==> config.mk <==
export PLATFORM = sky130hd
export DESIGN_NAME = keypad_entry_sequencer
export DESIGN_NICKNAME = d
export VERILOG_FILES = /design/src/rtl/keypad_entry_sequencer.sv
export SDC_FILE = /design/constraint.sdc
export NUM_CORES = 1
export LEC_CHECK = 0
export CAP_MARGIN = 20
export CORE_AREA = 2 2 73 75
export CTS_BUF_LIST = sky130_fd_sc_hd__clkbuf_2
export CTS_CLUSTER_DIAMETER = 40
export DETAILED_ROUTE_END_ITERATION = 10
export DIE_AREA = 0 0 75 77
export GPL_TIMING_DRIVEN = 0
export PLACE_DENSITY = 0.79
export SETUP_SLACK_MARGIN = 0.15
export SLEW_MARGIN = 5
export SYNTH_ARGS = -nofsm -noshare
export SYNTH_HDL_FRONTEND = slang
export SYNTH_SLANG_ARGS = --single-unit
==> constraint.sdc <==
create_clock -name clock -period 4.2 [get_ports clock]
set_input_delay 0.63 -clock clock [delete_from_list [all_inputs] [get_ports clock]]
set_output_delay 0.63 -clock clock [all_outputs]
set_load 0.01 [all_outputs]
==> src/rtl/keypad_entry_sequencer.sv <==
// Keypad operand entry: debounces decoded keys, builds signed decimal values and
// commits them one by one to the regression core over a valid/ready handshake.
module keypad_entry_sequencer #(
    parameter int ELEM_WIDTH      = 12,
    parameter int NUM_ELEMS       = 9,
    parameter int MAX_DIGITS      = 3,
    parameter int DEBOUNCE_CYCLES = 16,
    localparam int IDX_W          = $clog2(NUM_ELEMS + 1)
) (
    input  logic                  clock,
    input  logic                  reset,
    input  logic                  key_valid,
    input  logic [3:0]            key_code,
    input  logic                  core_ready,
    output logic [ELEM_WIDTH-1:0] data_out,
    output logic                  data_valid,
    output logic                  input_done,
    output logic [IDX_W-1:0]      elem_index,
    output logic [9:0]            entry_value,
    output logic                  negative,
    output logic [1:0]            digit_count,
    output logic                  busy,
    output logic                  err
);
    localparam int CNT_W = $clog2(DEBOUNCE_CYCLES + 1);
    localparam logic [CNT_W-1:0] DEB_LAST = CNT_W'(DEBOUNCE_CYCLES - 1);
    localparam int WW = ELEM_WIDTH + 10;
    localparam logic [WW-1:0] SAT_MAX = (WW'(1) << (ELEM_WIDTH - 1)) - WW'(1);

    typedef enum logic [1:0] {
        ST_ENTRY     = 2'd0,
        ST_WAIT_CORE = 2'd1,
        ST_DONE      = 2'd2,
        ST_ERROR     = 2'd3
    } state_t;

    state_t                state_q, state_d;
    logic [CNT_W-1:0]      cnt_q, cnt_d;
    logic                  armed_q, armed_d;
    logic                  ev_q, ev_d;
    logic [3:0]            code_q, code_d;
    logic [9:0]            entry_q, entry_d;
    logic                  neg_q, neg_d;
    logic [1:0]            dcnt_q, dcnt_d;
    logic [IDX_W-1:0]      idx_q, idx_d;
    logic [ELEM_WIDTH-1:0] data_q, data_d;
    logic                  done_q, done_d;
    logic                  err_q, err_d;

    logic                  fire_s;
    logic                  handshake_s;
    logic [13:0]           acc_s;
    logic [WW-1:0]         wide_s;
    logic [WW-1:0]         mag_s;
    logic [ELEM_WIDTH-1:0] mag_e_s;
    logic [ELEM_WIDTH-1:0] commit_s;

    assign handshake_s = (state_q == ST_WAIT_CORE) && core_ready;

    // Debounce: count stable cycles of the level that would flip the detector
    always_comb begin
        cnt_d   = cnt_q;
        armed_d = armed_q;
        fire_s  = 1'b0;
        if (key_valid == armed_q) begin
            if (cnt_q == DEB_LAST) begin
                cnt_d   = '0;
                armed_d = ~armed_q;
                fire_s  = armed_q;
            end else begin
                cnt_d = cnt_q + CNT_W'(1);
            end
        end else begin
            cnt_d = '0;
        end
        ev_d   = fire_s && !handshake_s;
        code_d = fire_s ? key_code : code_q;
    end

    // Operand arithmetic: digit accumulation and saturated signed commit value
    always_comb begin
        acc_s    = 14'(entry_q) * 14'd10 + 14'(code_q);
        wide_s   = WW'(entry_q);
        mag_s    = (wide_s > SAT_MAX) ? SAT_MAX : wide_s;
        mag_e_s  = mag_s[ELEM_WIDTH-1:0];
        commit_s = neg_q ? (~mag_e_s + ELEM_WIDTH'(1)) : mag_e_s;
    end

    // Entry/commit state machine
    always_comb begin
        state_d = state_q;
        entry_d = entry_q;
        neg_d   = neg_q;
        dcnt_d  = dcnt_q;
        idx_d   = idx_q;
        data_d  = data_q;
        done_d  = 1'b0;
        err_d   = err_q;
        case (state_q)
            ST_ENTRY: begin
                if (ev_q) begin
                    case (code_q)
                        4'hA: neg_d = ~neg_q;
                        4'hB: begin
                            entry_d = 10'd0;
                            neg_d   = 1'b0;
                            dcnt_d  = 2'd0;
                        end
                        4'hC: begin
                            entry_d = 10'd0;
                            neg_d   = 1'b0;
                            dcnt_d  = 2'd0;
                            idx_d   = '0;
                        end
                        4'hD: begin
                            state_d = ST_ERROR;
                            err_d   = 1'b1;
                        end
                        4'hE: begin
                            if (dcnt_q != 2'd0) begin
                                data_d  = commit_s;
                                state_d = ST_WAIT_CORE;
                            end else begin
                                state_d = ST_ENTRY;
                            end
                        end
                        4'hF: state_d = ST_ENTRY;
                        default: begin
                            if (dcnt_q < 2'(MAX_DIGITS)) begin
                                entry_d = acc_s[9:0];
                                dcnt_d  = dcnt_q + 2'd1;
                            end else begin
                                dcnt_d = dcnt_q;
                            end
                        end
                    endcase
                end else begin
                    state_d = ST_ENTRY;
                end
            end
            ST_WAIT_CORE: begin
                if (core_ready) begin
                    idx_d   = idx_q + IDX_W'(1);
                    entry_d = 10'd0;
                    neg_d   = 1'b0;
                    dcnt_d  = 2'd0;
                    if (idx_q + IDX_W'(1) == IDX_W'(NUM_ELEMS)) begin
                        done_d  = 1'b1;
                        state_d = ST_DONE;
                    end else begin
                        state_d = ST_ENTRY;
                    end
                end else begin
                    state_d = ST_WAIT_CORE;
                end
            end
            ST_DONE, ST_ERROR: begin
                if (ev_q && code_q == 4'hC) begin
                    entry_d = 10'd0;
                    neg_d   = 1'b0;
                    dcnt_d  = 2'd0;
                    idx_d   = '0;
                    err_d   = 1'b0;
                    state_d = ST_ENTRY;
                end else begin
                    state_d = state_q;
                end
            end
            default: state_d = ST_ENTRY;
        endcase
    end

    // State and datapath registers
    always_ff @(posedge clock or posedge reset) begin
        if (reset) begin
            state_q <= ST_ENTRY;
            cnt_q   <= '0;
            armed_q <= 1'b1;
            ev_q    <= 1'b0;
            code_q  <= 4'hF;
            entry_q <= 10'd0;
            neg_q   <= 1'b0;
            dcnt_q  <= 2'd0;
            idx_q   <= '0;
            data_q  <= '0;
            done_q  <= 1'b0;
            err_q   <= 1'b0;
        end else begin
            state_q <= state_d;
            cnt_q   <= cnt_d;
            armed_q <= armed_d;
            ev_q    <= ev_d;
            code_q  <= code_d;
            entry_q <= entry_d;
            neg_q   <= neg_d;
            dcnt_q  <= dcnt_d;
            idx_q   <= idx_d;
            data_q  <= data_d;
            done_q  <= done_d;
            err_q   <= err_d;
        end
    end

    assign data_out    = data_q;
    assign data_valid  = handshake_s;
    assign input_done  = done_q;
    assign elem_index  = idx_q;
    assign entry_value = entry_q;
    assign negative    = neg_q;
    assign digit_count = dcnt_q;
    assign busy        = (state_q == ST_WAIT_CORE);
    assign err         = err_q;
endmodule

==> impl_results.md, run 1 <==
- Outcome: finished clean
- CP Max Fanout: 9
- RSZ-0062 raised after global routing: false
- Diode count: 0
- Static leakage: around 1.5 nW
- Top post-synthesis cells by area: dfrtp_1 37%, ha_1 9.5%, nand2_1 5.3%, dfstp_2 5.0%, o21ai_0 4.6%
- PortBufs: 40
- Vias in the first global route: 2089
- First-pass GRT wire length: 9.45 mm
- Finished Cell Area: 3200 µm²
- Startpoint types: flop
- DRT antenna net count: 0
- H-tree Lvls: 2
- Worst IR Drop VDD: around 0.00013 V
- Fill count: roughly 420
- Initial antenna violation count: 0
- Count of hold-fix buffers inserted at cts: 0
- Share of the synthesized area in the top cell type: 0.372
- Clk_lat worst skew: approximately 400 ps
- Worst EP arrival: 3440 ps
- Total iterations of the first detailed-routing run: 4
- DIE HEIGHT: around 77 µm
- Sequential-to-total area share from yosys stat: 0.422
- Clk buf depth: 2
- Clk root buf: clkbuf_2
- R2R Setup Slk: roughly 1100 ps
- Mapped Area: 2630 µm²
- Gr ovfl total: 0
- Cell taking the most area after synthesis: dfrtp_1
- Average wire per standard cell: 13.6 µm
- Total routed wirelength: 5.41 mm
- Pin count of the biggest net entering global routing: 43
- DP Area: 3130 µm²
- Starting density of the core: 0.527
- Synth cell types: 50
- Hold Vio Cnt, Final: 0
- CP required: 4550 ps
- CP cell instances: ha_1, ha_1, fa_1, a211o_1, and3_1, or4_1, or4_4, o211ai_2
- Final nets: 357
- Reg2reg start: entry_value[1]
- Fmax: 0.324 GHz
- Hold Crit Class: in -> async
- Pwr/cell area: about 220 nW/µm²
- Most used flip-flop cell after synthesis: dfrtp_1
- Syn Area/Cell: approximately 9.4 µm²
- Post-Syn Nets: 309
- Post-CTS sizing: 0
- Final Slew Violations: 0
- FF+latch count, synth: 44
- Fin crit period: 3090 ps
- Reg clk slew, reported paths: around 220 ps
- Die area: around 5800 µm²
- Clk sinks: 44
- Setup TNS: 0 ps
- Placed wire-length estimate: 4.01 mm
- Multi-input combinational cell area: 1410 µm²
- GP Congestion: between 0.8 and 0.9
- Synth Instances: 279
- Die span in x: roughly 75 µm
- Most common library cells after synthesis: 39 x dfrtp_1, 37 x nand2_1, 24 x o21ai_0
- Maximum Capacitance Violations: 0
- Post-synth ARST share: 1.00
- Final Cycle Share: 0.736
- # setup viols final: 0
- FF-to-FF End: entry_value[9]
- FF/Latch Area: 1110 µm²
- CTS buffer count: 5
- Clock skew: 11.9 ps
- Crit end category: flop
- Post-CTS Setup Repair Bufs: 0
- Worst R2R Path Depth: 8
- CP max stage delay: 540 ps
- Number of flops mapped to enable cells by yosys: 0
- Synth-to-Final Area Change: 21.8%
- Vias per Instance: 5.46
- Relative slew slack: 0.338
- Most common cell in the netlist: dfrtp_1
- Share of cells above drive strength 1: 0.0884
- IO Pins: 41
- All-Layer GR Usage: 0.209
- CP dominant cell by count: ha_1
- Worst path slowest cell: dfrtp_1
- Number of synthesis warnings: 0
- Floorplan row count: 26
- Core ar.: 4980 µm²
- TritonCTS clock tree: built
- Core Util, Final: 0.643
- DRC Markers: 0
- Setup CP Type: reg -> reg
- Via Count: between 2000 and 2500
- Actual slew at the worst max-slew pin: 984 ps
- 1st-iter DRT viols: 98
==> cells in the final DEF (no fill, tap or decap), drive strengths merged, types with 3 or more instances in the layout <==
cell type,netlist,routed
and3,5,5
a21oi,11,11
a22o,5,5
xnor2,7,7
nand2,37,37
inv,15,15
nor4,3,3
clkdlybuf4s50,0,40
nand3,8,8
xor2,12,12
nand4,3,3
or2,4,4
o31ai,6,6
o21ai,29,29
dfstp,5,5
dfrtp,39,39
clkbuf,5,11
mux2,4,4
nor3,4,4
buf,5,6
nor2b,4,4
ha,20,20
nor2,19,19
==> kinds of logic after synthesis <==
| family | share of synthesized area |
|---|---|
| AOI/OAI and AO/OA | 0.151 |
| xor gates and xnor gates | 0.0634 |
| adders and majority gates | 0.111 |
| buffers and inverters | 0.0410 |
| DFF | 0.422 |
| muxes | 0.0262 |
| and+or+nand+nor | 0.186 |
==> registers in the layout (all words and copies together) (netlist names), 2 cells and up <==
name / flops
cnt_q: 5
state_q: 2
digit_count: 2
elem_index: 4
entry_value: 10
data_out: 12
code_q: 4
==> layout make-up <==
class                      count  area share
sequential                    44       0.346
tap                           70      0.0274
inverter                      15      0.0176
timing repair buffer          41       0.131
clock buffer                   6     0.00939
multi-input combinational    210       0.441
clock inverter                 2      0.0110
buffer                        10      0.0160
==> where the power goes <==
part	switching [mW]	internal [mW]	total (mW)
sequential	0.00178	0.427	0.429
clock	0.136	0.102	0.238
combinational	0.0130	0.0109	0.0240
==> routing by layer <==
metal	routed length [µm]	vias up	part of all wire	GRT usage
met3	271	14	0.050	0.0315
met1	2540	1022	0.47	0.292
met2	2500	59	0.46	0.329
met4	97	0	0.018	0.0679
li1	-	1079	-	-
met5	0	-	0	0
==> worst max-delay path by stage <==
| stage | start | to | slack, ps | depth (start not counted) |
|---|---|---|---|---|
| after floorplan | entry_value[1] | entry_value[9] | 1330 | 8 |
| after global placement | entry_value[1] | entry_value[9] | 1220 | 8 |
| after detailed placement | entry_value[3] | entry_value[9] | 1150 | 8 |
| after CTS | entry_value[1] | entry_value[9] | 1110 | 8 |
| after global routing | entry_value[1] | entry_value[9] | 990 | 8 |
| final | entry_value[1] | entry_value[9] | 1110 | 8 |
==> per-stage QoR <==
step	hold slack, ps	setup WS [ps]	power [mW]	cells
detailed placement	461	1150	0.461	390
finish	364	1110	0.691	398
CTS	346	1110	0.701	398
global placement	450	1220	0.457	389
global route	338	994	0.717	398
floorplan	433	1330	0.447	279
==> critical path: cells and delay by family, from the launching register on <==
kind / cells / cell delay (ps)
compound gates: 2 / 430
simple gates: 3 / 1060
fa+ha+maj: 3 / 990
flops: 1 / 540
(Power assumes the default switching activity.)
==> run 2, diff against run 1 <==
Clock period 4.2 ns to 2.86 ns, I/O delays scaled along.
==> run 2 against run 1 <==
Cell area rose by 2.6%; power rose by 32%; first-iteration DRC count rose by 3.1%; critical path depth did not move; die area did not move; clock power rose by 4%; sequential share of layout area fell by 0.69 points.
==> impl_results.md, run 2 (synthesis results as in run 1) <==
- Outcome: finished clean
- Clk_lat worst skew: 390 ps
- Total routed wirelength: 5.51 mm
- Vias in the first global route: 2000
- Pwr/cell area: between 200 and 300 nW/µm²
- Final Cycle Share: 0.968
- Relative slew slack: 0.354
- IO Pins: 41
- Die area: 5780 µm²
- Final Slew Violations: 0
- Cell Count, Final, Fillers Out: 404
- CP Max Fanout: 4
- Diode count: 0
- DRC Markers: 0
- CP required: 3210 ps
- Pin count of the biggest net entering global routing: 40
- Reg clk slew, reported paths: 220 ps
- Via Count: 2146
- CP Launch Point: entry_value[3]
- Floorplan row count: 26
- Starting density of the core: 0.527
- Fin crit period: 2770 ps
- Hold Vio Cnt, Final: 0
- Most frequent cells in the layout: 40 x clkdlybuf4s50_1, 37 x nand2_1, 34 x dfrtp_1, 24 x o21ai_0, 18 x nor2_1
- RSZ-0062 raised after global routing: true
- Crit end category: flop
- TritonCTS clock tree: built
- PortBufs: 40
- Initial antenna violation count: 0
- Setup CP Type: reg -> reg
- Worst R2R Path Depth: 8
- Maximum Capacitance Violations: 0
- All-Layer GR Usage: 0.206
- FF-to-FF End: entry_value[9]
- Startpoint types: flop
- Hold Crit Class: in -> async
- Max reg flops: 12
- Worst IR Drop VDD: 0.000189 V
- Placed instance count: 390
- DP Area: 3160 µm²
- Final nets: 363
- Core Util, Final: 0.659
- Worst EP arrival: approximately 3100 ps
- Vias per Instance: 5.31
- H-tree Lvls: 2
- Total iterations of the first detailed-routing run: 4
- DRT antenna net count: 0
- R2R Setup Slk: 90 ps
- Die span in x: 75 µm
- Average wire per standard cell: ~14 µm
- Finished Cell Area: 3280 µm²
- 1st-iter DRT viols: 101
- Core ar.: 4980 µm²
- GP Congestion: 0.880
- Synth-to-Final Area Change: 25.0%
- CTS buffer count: 5
- Clk buf depth: 2
- CP Capture Point: entry_value[9]
- Placed wire-length estimate: 4.09 mm
- Actual slew at the worst max-slew pin: 960 ps
- Clk sinks: 44
- Setup TNS: 0 ps
- Share of cells above drive strength 1: 0.144
- Commonest non-fill, non-tap cell in the layout: clkdlybuf4s50_1
- First-pass GRT wire length: 9.31 mm
- Static leakage: 1.51 nW
- Fmax: 0.361 GHz
- Clk root buf: clkbuf_2
- # setup viols final: 0
- Reg2reg start: entry_value[3]
- DIE HEIGHT: 77 µm
- Clock skew: 19.2 ps
- Gr ovfl total: 0
-- run 2: what timing repair did --
| action | CTS | global route |
|---|---|---|
| buffers inserted | 4 | 2 |
| pin swaps | 0 | 1 |
| gates resized for setup | 3 | 6 |
| endpoints found under the setup margin | 1 | 2 |
| hold buffers | 0 | 0 |
-- run 2: final cells by class --
type / count / area [µm²]
fill: 412 / 1700
multi-input combinational: 210 / 1470
sequential: 44 / 1110
timing repair buffer: 47 / 465
tap: 70 / 87.6
inverter: 15 / 56.3
buffer: 10 / 51.3
clock buffer: 5 / 25.0
clock inverter: 3 / 13.8
-- run 2: where the power goes --
part	internal (mW)	total, mW	leakage (nW)	switching [mW]
registers	0.627	0.630	0.576	0.00263
clock network	0.0550	0.248	0.0302	0.193
logic	0.0160	0.0346	0.904	0.0187
total	0.698	0.912	1.51	0.214
-- run 2: critical path, cell delays in order (launching register included) --
cell and delay [ps]:
dfrtp_2 510, ha_4 240, ha_4 160, fa_2 350, a211o_1 300, and3_4 180
or4_4 420, or4_4 420, o211ai_2 140
-- run 2: per-layer routing --
metal  GRT usage  part of all wire
met5           0                 0
met1       0.308              0.47
met4      0.0732             0.014
met2       0.302              0.47
met3      0.0315             0.042
-- run 2: how the worst min path moves through the flow --
stage | startpoint | to | slack (ps)
floorplan | cnt_q[0] | cnt_q[0] | 430
global placement | cnt_q[0] | cnt_q[0] | 450
detailed placement | cnt_q[0] | cnt_q[0] | 460
CTS | reset | cnt_q[2] | 190
global route | reset | cnt_q[2] | 160
finish | reset | cnt_q[2] | 210
-- run 2: through the flow --
stage / setup WS, ps / hold slack [ps] / power, mW
5_1_grt: 31.2 / 163 / 0.954
3_3_place_gp: 55.2 / 452 / 0.672
4_1_cts: 71.8 / 189 / 0.921
3_5_place_dp: 30.8 / 460 / 0.676
2_1_floorplan: 147 / 433 / 0.657
6_report: 91.9 / 210 / 0.912
